===== src/rtl/pipeline_stall_ctrl_if.sv =====
// Stall-control bundle: hazard/redirect/memory-wait events in, stage controls out.
// Latency: none, wires only.
// Backpressure: none; mem_busy and hazard_stall are the hold requests carried here.
interface pipeline_stall_ctrl_if #(
    parameter int XLEN  = 32,
    parameter int CNT_W = 32
);
    // events from the pipeline
    logic             hazard_stall;
    logic             ex_branch_taken;
    logic [XLEN-1:0]  ex_branch_target;
    logic             mem_busy;

    // stage controls back to the pipeline
    logic             pc_en;
    logic             if_id_en;
    logic             id_ex_en;
    logic             ex_mem_en;
    logic             mem_wb_en;
    logic             if_id_flush;
    logic             id_ex_flush;
    logic             mem_wb_flush;
    logic             redirect_valid;
    logic [XLEN-1:0]  redirect_pc;

    // status / debug
    logic             mem_timeout_err;
    logic [1:0]       ctrl_state;
    logic [CNT_W-1:0] stall_cnt;
    logic [CNT_W-1:0] flush_cnt;
    logic [CNT_W-1:0] memwait_cnt;

    // pipeline side: raises events, consumes controls
    modport master (
        output hazard_stall, ex_branch_taken, ex_branch_target, mem_busy,
        input  pc_en, if_id_en, id_ex_en, ex_mem_en, mem_wb_en,
               if_id_flush, id_ex_flush, mem_wb_flush,
               redirect_valid, redirect_pc, mem_timeout_err, ctrl_state,
               stall_cnt, flush_cnt, memwait_cnt
    );

    // controller side
    modport slave (
        input  hazard_stall, ex_branch_taken, ex_branch_target, mem_busy,
        output pc_en, if_id_en, id_ex_en, ex_mem_en, mem_wb_en,
               if_id_flush, id_ex_flush, mem_wb_flush,
               redirect_valid, redirect_pc, mem_timeout_err, ctrl_state,
               stall_cnt, flush_cnt, memwait_cnt
    );
endinterface


===== src/rtl/pipeline_stall_ctrl.sv =====
// Pipeline stall/flush controller with held branch redirect and memory-wait watchdog.
// Latency: controls are combinational from inputs and registered state (zero cycles).
// Backpressure: mem_busy freezes PC..EX/MEM and bubbles WB; load-use stall freezes PC/IF-ID.
// Optional perf counters enabled by defining HAZARD_PERF_EN; otherwise counters read 0.
module pipeline_stall_ctrl #(
    parameter int XLEN        = 32,
    parameter int MEM_TIMEOUT = 255,
    parameter int CNT_W       = 32
) (
    input  logic                clk,
    input  logic                rst_n,
    pipeline_stall_ctrl_if.slave bus
);

    localparam int WD_W = $clog2(MEM_TIMEOUT + 1);
    localparam logic [WD_W-1:0] WD_LAST = WD_W'(MEM_TIMEOUT - 1);
    localparam logic [WD_W-1:0] WD_MAX  = WD_W'(MEM_TIMEOUT);

    typedef enum logic [1:0] {
        S_RUN      = 2'd0,
        S_MEM_WAIT = 2'd1,
        S_TIMEOUT  = 2'd2
    } state_t;

    state_t           state_q;
    state_t           state_d;
    logic             pend_q;
    logic [XLEN-1:0]  pend_pc_q;
    logic [WD_W-1:0]  wd_cnt_q;
    logic             err_q;

    logic             hold;
    logic             do_redirect;
    logic             do_stall;
    logic             wd_hit;

    logic             pc_en;
    logic             if_id_en;
    logic             id_ex_en;
    logic             ex_mem_en;
    logic             mem_wb_en;
    logic             if_id_flush;
    logic             id_ex_flush;
    logic             mem_wb_flush;
    logic             redirect_valid;
    logic [XLEN-1:0]  redirect_pc;

    logic [CNT_W-1:0] stall_cnt_q;
    logic [CNT_W-1:0] flush_cnt_q;
    logic [CNT_W-1:0] memwait_cnt_q;

    // FSM state register
    always_ff @(posedge clk or negedge rst_n) begin
        if (!rst_n) begin
            state_q <= S_RUN;
        end else begin
            state_q <= state_d;
        end
    end

    // Next state plus per-cycle priority resolution of stage controls
    always_comb begin
        state_d        = state_q;
        hold           = 1'b0;
        do_redirect    = 1'b0;
        do_stall       = 1'b0;
        pc_en          = 1'b0;
        if_id_en       = 1'b0;
        id_ex_en       = 1'b0;
        ex_mem_en      = 1'b0;
        mem_wb_en      = 1'b0;
        if_id_flush    = 1'b0;
        id_ex_flush    = 1'b0;
        mem_wb_flush   = 1'b0;
        redirect_valid = 1'b0;
        redirect_pc    = pend_pc_q;
        // the busy cycle that completes MEM_TIMEOUT consecutive waits
        wd_hit         = bus.mem_busy && (wd_cnt_q == WD_LAST);

        case (state_q)
            S_RUN: begin
                if (bus.mem_busy) state_d = S_MEM_WAIT;
            end
            S_MEM_WAIT: begin
                if (!bus.mem_busy)                        state_d = S_RUN;
                else if (wd_hit || (wd_cnt_q == WD_MAX))  state_d = S_TIMEOUT;
            end
            S_TIMEOUT: begin
                if (!bus.mem_busy) state_d = S_RUN;
            end
            default: state_d = S_RUN;
        endcase

        // all controls are forced quiet while reset is asserted
        if (rst_n) begin
            if (bus.mem_busy || (state_q == S_TIMEOUT)) begin
                // memory hold: freeze everything upstream, push a bubble into WB
                hold         = 1'b1;
                mem_wb_en    = 1'b1;
                mem_wb_flush = 1'b1;
            end else if (bus.ex_branch_taken || pend_q) begin
                // a redirect held across a memory wait is older than any live pulse
                do_redirect    = 1'b1;
                redirect_valid = 1'b1;
                redirect_pc    = pend_q ? pend_pc_q : bus.ex_branch_target;
                pc_en          = 1'b1;
                if_id_en       = 1'b1;
                id_ex_en       = 1'b1;
                ex_mem_en      = 1'b1;
                mem_wb_en      = 1'b1;
                if_id_flush    = 1'b1;
                id_ex_flush    = 1'b1;
            end else if (bus.hazard_stall) begin
                // load-use: hold fetch/decode, bubble into EX
                do_stall    = 1'b1;
                id_ex_en    = 1'b1;
                id_ex_flush = 1'b1;
                ex_mem_en   = 1'b1;
                mem_wb_en   = 1'b1;
            end else begin
                pc_en     = 1'b1;
                if_id_en  = 1'b1;
                id_ex_en  = 1'b1;
                ex_mem_en = 1'b1;
                mem_wb_en = 1'b1;
            end
        end
    end

    // Pending redirect: capture branch pulses during a hold, release once it fires
    always_ff @(posedge clk or negedge rst_n) begin
        if (!rst_n) begin
            pend_q    <= 1'b0;
            pend_pc_q <= '0;
        end else if (hold && bus.ex_branch_taken) begin
            pend_q    <= 1'b1;
            pend_pc_q <= bus.ex_branch_target;
        end else if (do_redirect) begin
            pend_q    <= 1'b0;
        end
    end

    // Watchdog: count consecutive busy cycles, latch a sticky error on expiry
    always_ff @(posedge clk or negedge rst_n) begin
        if (!rst_n) begin
            wd_cnt_q <= '0;
            err_q    <= 1'b0;
        end else begin
            if (!bus.mem_busy)          wd_cnt_q <= '0;
            else if (wd_cnt_q != WD_MAX) wd_cnt_q <= wd_cnt_q + 1'b1;
            if (wd_hit) err_q <= 1'b1;
        end
    end

`ifdef HAZARD_PERF_EN
    // Saturating perf counters for stalls, redirects and memory-wait cycles
    always_ff @(posedge clk or negedge rst_n) begin
        if (!rst_n) begin
            stall_cnt_q   <= '0;
            flush_cnt_q   <= '0;
            memwait_cnt_q <= '0;
        end else begin
            if (do_stall && (stall_cnt_q != '1))         stall_cnt_q   <= stall_cnt_q + 1'b1;
            if (redirect_valid && (flush_cnt_q != '1))   flush_cnt_q   <= flush_cnt_q + 1'b1;
            if (bus.mem_busy && (memwait_cnt_q != '1))   memwait_cnt_q <= memwait_cnt_q + 1'b1;
        end
    end
`else
    assign stall_cnt_q   = '0;
    assign flush_cnt_q   = '0;
    assign memwait_cnt_q = '0;
`endif

    assign bus.pc_en           = pc_en;
    assign bus.if_id_en        = if_id_en;
    assign bus.id_ex_en        = id_ex_en;
    assign bus.ex_mem_en       = ex_mem_en;
    assign bus.mem_wb_en       = mem_wb_en;
    assign bus.if_id_flush     = if_id_flush;
    assign bus.id_ex_flush     = id_ex_flush;
    assign bus.mem_wb_flush    = mem_wb_flush;
    assign bus.redirect_valid  = redirect_valid;
    assign bus.redirect_pc     = redirect_pc;
    // error is visible in the very busy cycle that expires the watchdog
    assign bus.mem_timeout_err = rst_n && (err_q || wd_hit);
    assign bus.ctrl_state      = state_q;
    assign bus.stall_cnt       = stall_cnt_q;
    assign bus.flush_cnt       = flush_cnt_q;
    assign bus.memwait_cnt     = memwait_cnt_q;

endmodule


===== src/flat_wrapper.sv =====
// flat-port wrapper written by rule: the top's interface ports become plain ports
module pipeline_stall_ctrl_flat 
#(
    parameter int XLEN        = 32,
    parameter int MEM_TIMEOUT = 255,
    parameter int CNT_W       = 32
)
  (clk, rst_n, bus_hazard_stall, bus_ex_branch_taken, bus_ex_branch_target, bus_mem_busy, bus_pc_en, bus_if_id_en, bus_id_ex_en, bus_ex_mem_en, bus_mem_wb_en, bus_if_id_flush, bus_id_ex_flush, bus_mem_wb_flush, bus_redirect_valid, bus_redirect_pc, bus_mem_timeout_err, bus_ctrl_state, bus_stall_cnt, bus_flush_cnt, bus_memwait_cnt);
  pipeline_stall_ctrl_if #(.XLEN(XLEN), .CNT_W(CNT_W)) bus_i ();
  input  logic clk;
  input  logic rst_n;
  input wire logic [$bits(bus_i.hazard_stall)-1:0] bus_hazard_stall;
  input wire logic [$bits(bus_i.ex_branch_taken)-1:0] bus_ex_branch_taken;
  input wire logic [$bits(bus_i.ex_branch_target)-1:0] bus_ex_branch_target;
  input wire logic [$bits(bus_i.mem_busy)-1:0] bus_mem_busy;
  output wire logic [$bits(bus_i.pc_en)-1:0] bus_pc_en;
  output wire logic [$bits(bus_i.if_id_en)-1:0] bus_if_id_en;
  output wire logic [$bits(bus_i.id_ex_en)-1:0] bus_id_ex_en;
  output wire logic [$bits(bus_i.ex_mem_en)-1:0] bus_ex_mem_en;
  output wire logic [$bits(bus_i.mem_wb_en)-1:0] bus_mem_wb_en;
  output wire logic [$bits(bus_i.if_id_flush)-1:0] bus_if_id_flush;
  output wire logic [$bits(bus_i.id_ex_flush)-1:0] bus_id_ex_flush;
  output wire logic [$bits(bus_i.mem_wb_flush)-1:0] bus_mem_wb_flush;
  output wire logic [$bits(bus_i.redirect_valid)-1:0] bus_redirect_valid;
  output wire logic [$bits(bus_i.redirect_pc)-1:0] bus_redirect_pc;
  output wire logic [$bits(bus_i.mem_timeout_err)-1:0] bus_mem_timeout_err;
  output wire logic [$bits(bus_i.ctrl_state)-1:0] bus_ctrl_state;
  output wire logic [$bits(bus_i.stall_cnt)-1:0] bus_stall_cnt;
  output wire logic [$bits(bus_i.flush_cnt)-1:0] bus_flush_cnt;
  output wire logic [$bits(bus_i.memwait_cnt)-1:0] bus_memwait_cnt;
  assign bus_i.hazard_stall = bus_hazard_stall;
  assign bus_i.ex_branch_taken = bus_ex_branch_taken;
  assign bus_i.ex_branch_target = bus_ex_branch_target;
  assign bus_i.mem_busy = bus_mem_busy;
  assign bus_pc_en = bus_i.pc_en;
  assign bus_if_id_en = bus_i.if_id_en;
  assign bus_id_ex_en = bus_i.id_ex_en;
  assign bus_ex_mem_en = bus_i.ex_mem_en;
  assign bus_mem_wb_en = bus_i.mem_wb_en;
  assign bus_if_id_flush = bus_i.if_id_flush;
  assign bus_id_ex_flush = bus_i.id_ex_flush;
  assign bus_mem_wb_flush = bus_i.mem_wb_flush;
  assign bus_redirect_valid = bus_i.redirect_valid;
  assign bus_redirect_pc = bus_i.redirect_pc;
  assign bus_mem_timeout_err = bus_i.mem_timeout_err;
  assign bus_ctrl_state = bus_i.ctrl_state;
  assign bus_stall_cnt = bus_i.stall_cnt;
  assign bus_flush_cnt = bus_i.flush_cnt;
  assign bus_memwait_cnt = bus_i.memwait_cnt;
  pipeline_stall_ctrl #(.XLEN(XLEN), .MEM_TIMEOUT(MEM_TIMEOUT), .CNT_W(CNT_W)) u_core (.clk(clk), .rst_n(rst_n), .bus(bus_i));
endmodule

===== config.mk =====
export PLATFORM = sky130hd
export DESIGN_NAME = pipeline_stall_ctrl_flat
export DESIGN_NICKNAME = d
export VERILOG_FILES = /design/src/rtl/pipeline_stall_ctrl_if.sv /design/src/rtl/pipeline_stall_ctrl.sv /design/src/flat_wrapper.sv
export SDC_FILE = /design/constraint.sdc
export NUM_CORES = 1
export LEC_CHECK = 0
export ABC_AREA = 1
export BUFFER_PORTS_ARGS = -buffer_cell sky130_fd_sc_hd__buf_2
export CAP_MARGIN = 15
export CORE_MARGIN = 1.5
export CORE_UTILIZATION = 47
export DETAILED_ROUTE_END_ITERATION = 8
export PLACE_DENSITY = 0.87
export SLEW_MARGIN = 20
export SYNTH_ARGS = -nofsm -noshare
export SYNTH_HDL_FRONTEND = slang
export SYNTH_SLANG_ARGS = --single-unit

===== constraint.sdc =====
create_clock -name clk -period 2.6 [get_ports clk]
set_input_delay 0.39 -clock clk [delete_from_list [all_inputs] [get_ports clk]]
set_output_delay 0.39 -clock clk [all_outputs]
set_load 0.1 [all_outputs]

* Word-level counts from Yosys, hierarchy flattened
Index checks and enable logic that the tools add are counted.
** Word-level totals
- Register bits :: 44
- Input bits :: 37
- Output and inout port bits :: 140
- Logic and storage cells :: 54
** Cells by class
- $add $sub $neg :: 1
- Eq/ne operators :: 9
- Muxes and demuxes :: 29
- Reduce and logical (&&, ||, !) cells :: 10
** Operator list (count)
- 2-to-1 mux 32 bit :: 4
- 2-to-1 mux 1 bit :: 18
- equality test 8 bit (second input constant) :: 2
- 2-to-1 mux 8 bit :: 2
- adder 8 x 1 -> 8 bit (second input constant) :: 1
- 2-to-1 mux 2 bit :: 4
- inequality test 8 bit (second input constant) :: 1
- case mux 2 bit (3 select lines) :: 1
- logical OR 1 bit :: 4
- inequality test 2 bit (second input constant) :: 2
- logical AND 1 bit :: 3
- inequality test 3 x 2 -> 1 bit (second input constant) :: 1
- AND reduction 3 bit :: 1
- equality test 2 x 1 -> 1 bit (second input constant) :: 1
- equality test 2 bit (second input constant) :: 1
- logical NOT 2 bit :: 1
- inequality test 2 x 1 -> 1 bit (second input constant) :: 1
- nonzero test 2 bit :: 1

* Longest topological paths before layout
- Word-level depth :: 6
- Depth in mapped cells :: 8
- Mapped depth without buffers :: 8

* Worst setup path after synthesis
Ideal clock, no wire load.
- Kind :: register -> output
- Start :: register u_core.state_q[0] (netlist: u_core.bus.ctrl_state[0])
- End :: output bus_pc_en
- Arrival :: 3.515 ns
- Data required time :: 2.210 ns
- Slack :: -1.305 ns
- Cell stages (with the launch flop) :: 8
- Path buffers :: 1
- Cell sequence :: dfrtp_1 > inv_2 > nand2_4 > nand2_4 > nor2_8 > inv_1 > a21oi_1 > buf_4
** Between the ends
- Word-level cells in the longest chain between the ends :: 4
** Ends and longest elaborated chain
- start: declaration :: RTL line pipeline_stall_ctrl.sv:25 : state_t state_q;
- start signal: assignment :: RTL line pipeline_stall_ctrl.sv:57 : state_q <= state_d;
- equality test 2 bit :: RTL line pipeline_stall_ctrl.sv:96 : if (bus.mem_busy || (state_q == S_TIMEOUT)) begin
- logical OR 1 bit :: RTL line pipeline_stall_ctrl.sv:96
- 2-to-1 mux 1 bit (2 in a row)
- end: declaration :: RTL line flat_wrapper.sv:16 : output wire logic [$bits(bus_i.pc_en)-1:0] bus_pc_en;
No other way between the ends.

* Worst setup path after layout
- Start :: register u_core.state_q[1] (netlist: u_core.bus.ctrl_state[1])
- End :: output bus_redirect_pc[24]
** Between the ends
- Word-level cells in the longest chain between the ends :: 4
** Ends and longest elaborated chain
- equality test 2 bit :: RTL line pipeline_stall_ctrl.sv:96
- logical OR 1 bit :: RTL line pipeline_stall_ctrl.sv:96
- 2-to-1 mux 32 bit :: RTL line pipeline_stall_ctrl.sv:96
- 2-to-1 mux 32 bit :: RTL line pipeline_stall_ctrl.sv:95 : if (rst_n) begin
- end: declaration :: RTL line flat_wrapper.sv:25 : output wire logic [$bits(bus_i.redirect_pc)-1:0] bus_redirect_pc;
No other way between the ends.

==> flow_metrics.tcl <==
set metrics [dict create \
    critPathLaunchType "flop" \
    drt_iter0_drc 153 \
    root_buffer "sky130_fd_sc_hd__clkbuf_8" \
    fp.dieArea_mm2 0.00738 \
    finalCriticalPeriod_ns 2.40 \
    post_synth.cell_area_avg_um2 7.33 \
    cts_tree "yes" \
    cp_data_required_time_ns 2.21 \
    total_area_of_multi_input_combinational_cells_mm2 0.00160 \
    antenna_found_initial 1 \
    ys_seq_elements 44 \
    via_count_of_the_first_global_routing_pass 2306 \
    final.setup_skew_ns 0.0112 \
    grt_pass1_wl_um 10100 \
    post-route-period-util_pct 92.2 \
    cts.hold.buffers_added 0 \
    syn_inst 441 \
    max_clock_freq_mhz 417 \
    clock_power_share_pct 14.2 \
    depth_of_the_cts_h_tree 2 \
    clockBufferDepth 2 \
    place_inst 585 \
    die_x_um 85.9 \
    maximum_number_of_pins_on_one_net_before_global_route_repair 46 \
    place_area_mm2 0.00345 \
    critical_path_class "reg2out" \
    power_density_mw_per_mm2 854 \
    grt_setup_unrepaired "false" \
    drive_above_1_share_pct 24.2 \
    stdcell_count 594 \
    design.final.nets 551 \
    timing.reg2reg.worst_path_depth 6 \
    detail_route.drc_violations 0 \
    worst_slew_pin_slew_ns 0.558 \
    post_synth_num_cell_types 26 \
    grt_overflow_total 0 \
    detailed_place_hpwl_um 4910 \
    fin_util_pct 52.8 \
    worst-path-max-fanout 14 \
    drtPass1Iterations 5 \
    grt_util_all_layers_pct 16.9 \
    filler_cells_inserted 649 \
    relSlewSlack_pct 62.8 \
    worst_skew_pair.late_latency_ns 0.29 \
    gp_routability_congestion 0.784 \
    port-buffer-count 80 \
    worstPathArrival_ns 2.01 \
    power.leakage_uw 0.00210 \
    cts.sinks 44 \
    max-vdd-ir-drop_mv 0.462 \
    share_comb_of_total_power_pct 58.6 \
    drt.antenna.violating_nets 0 \
    ys_seq_area_share_pct 34.1 \
    post_drt_via_cell_ratio 4.62 \
    internal_power_uw 1190 \
    core_area_mm2 0.00672 \
    clk_transition_reported_paths_ns 0.08 \
    seqCellArea_mm2 0.00110 \
    area_delta_synth_final_pct 9.72 \
    hold_slack_ns 0.291 \
    hold_violations 0 \
    run_status "finished clean" \
    cts.repair.resized 0 \
    worstSetupEndpointType "output pin" \
    max_capacitance_violation_total 0 \
    chipHeight_um 85.9 \
    switching_power_uw 1830 \
    layout.cell_area.non_filler_mm2 0.00355 \
    total_via_count_after_detailed_routing 2746 \
    post_cts.repair.setup_buffers 0 \
    cts_buffers 5 \
    setup_viol 0 \
    yosys_warnings 0 \
    sequentialPowerShare_pct 27.2 \
    drt-wirelength-per-cell_um 10.8 \
    start_util_pct 48.1 \
    holdCritPathClass "in2async" \
    floorplan.rows 30 \
    sw_frac_of_total_pct 60.6 \
    post_synth_instance_area_mm2 0.00323 \
    drt-total-wl_um 6430 \
    number_of_pins_with_negative_max_slew_slack_in_the_final_report 0 \
    boundaryPins 177 \
]
-- state kept, by name, indices dropped and copies added, names as in the netlist --
name and count:
u_core.bus.ctrl_state 2, u_core.err_q 1, u_core.pend_pc_q 32, u_core.pend_q 1, u_core.wd_cnt_q 8
-- power groups by stage --
stage          Combinational (uW)  Sequential, uW  Clock [uW]
2_1_floorplan                1670             841           0
3_3_place_gp                 1760             831           0
3_5_place_dp                 1780             835           0
4_1_cts                      1780             822         448
5_1_grt                      1840             834         478
6_report                     1770             823         430
-- cell families (layout without fill, tap and decap cells) --
family                   count (synthesis)  after routing  share of synthesized area, %
AND/OR/NAND/NOR                        252            252                          34.0
adder cells (fa/ha/maj)                  2              2                         0.774
other                                    1             97                         0.116
buffers and inverters                  132            109                          29.0
AO/OA/AOI/OAI                           10             10                          2.05
flip-flops                              44             44                          34.1
-- worst paths after layout --
check | slack, ns | start | end
setup / recovery | 0.20 | u_core.bus.ctrl_state[1]$_DFFE_PN0P_ | bus_redirect_pc[24]
hold / removal | 0.29 | rst_n | u_core.wd_cnt_q[7]$_DFFE_PN0P_
setup reg to reg | 1.03 | u_core.bus.ctrl_state[0]$_DFFE_PN0P_ | u_core.pend_pc_q[26]$_DFFE_PN0P_
hold reg to reg | 0.47 | u_core.err_q$_DFFE_PN0P_ | u_core.err_q$_DFFE_PN0P_
max in group asynchronous | 1.90 | rst_n | u_core.bus.ctrl_state[0]$_DFFE_PN0P_
min in group clk | 0.34 | bus_ex_branch_target[13] | u_core.pend_pc_q[13]$_DFFE_PN0P_
-- synth_stat cells (all sizes together) --
| library cell | count | area, um2 |
|---|---|---|
| nand2 | 157 | 614 |
| buf | 117 | 880 |
| nand3 | 74 | 375 |
| dfrtp | 44 | 1100 |
| nor2 | 18 | 93.8 |
| inv | 12 | 45.0 |
| a21oi | 4 | 31.3 |
| clkbuf | 3 | 11.3 |
| o21ai | 3 | 15.0 |
| a31oi | 2 | 12.5 |
| ha | 2 | 25.0 |
| nor3 | 2 | 10.0 |
| conb | 1 | 3.75 |
| nand4 | 1 | 6.26 |
| o21bai | 1 | 7.51 |
-- worst max-delay path, cell delays in order, from the launching register on --
cell                      delay, ns
sky130_fd_sc_hd__dfrtp_2       0.45
sky130_fd_sc_hd__nand2_4       0.11
sky130_fd_sc_hd__nand2_4       0.07
sky130_fd_sc_hd__nor2_8        0.21
sky130_fd_sc_hd__buf_4         0.27
sky130_fd_sc_hd__nand3_1       0.11
sky130_fd_sc_hd__nand2_2       0.07
sky130_fd_sc_hd__buf_2         0.41
-- metrics by stage --
step	setup TNS [ns]	setup WS (ns)	total power, uW
after detailed placement	0	0.331	2610
after floorplan	-0.0105	-0.0105	2510
after global routing	0	0.0660	3150
after CTS	0	0.181	3050
after global placement	0	0.375	2600
final	0	0.204	3030
-- cell usage in the layout, fill, tap and decap left out, types with 2 or more instances in the layout --
cell type / count
sky130_fd_sc_hd__nand2_2: 10
sky130_fd_sc_hd__nor3_1: 2
sky130_fd_sc_hd__nor2_2: 2
sky130_fd_sc_hd__nor2_1: 13
sky130_fd_sc_hd__nand2_4: 3
sky130_fd_sc_hd__inv_1: 9
sky130_fd_sc_hd__o21ai_0: 2
sky130_fd_sc_hd__buf_4: 9
sky130_fd_sc_hd__nor2_4: 2
sky130_fd_sc_hd__nand3_1: 73
sky130_fd_sc_hd__clkbuf_8: 6
sky130_fd_sc_hd__a31oi_1: 2
sky130_fd_sc_hd__ha_1: 2
sky130_fd_sc_hd__nand2_1: 144
sky130_fd_sc_hd__clkinv_2: 2
sky130_fd_sc_hd__a21oi_4: 2
sky130_fd_sc_hd__buf_12: 9
sky130_fd_sc_hd__dfrtp_1: 42
sky130_fd_sc_hd__dfrtp_2: 2
sky130_fd_sc_hd__conb_1: 96
sky130_fd_sc_hd__buf_2: 71
sky130_fd_sc_hd__inv_2: 3
-- routing by layer --
layer  wire length [um]  up-vias  GRT usage [%]
li1                   -     1334              -
met1               2580     1242           21.4
met2               3190      162           28.9
met3                620        8           4.04
met4                 45        0           4.84
met5                  0        -              0
-- area by class of cell --
cell class	instances	area share, %
antenna	1	0.0706
multi-input combinational	360	45.1
timing repair buffer	89	17.0
inverter	12	1.27
sequential	44	31.1
clock inverter	2	0.282
tap	80	2.82
clock buffer	6	2.33
(Power assumes the default switching activity.)
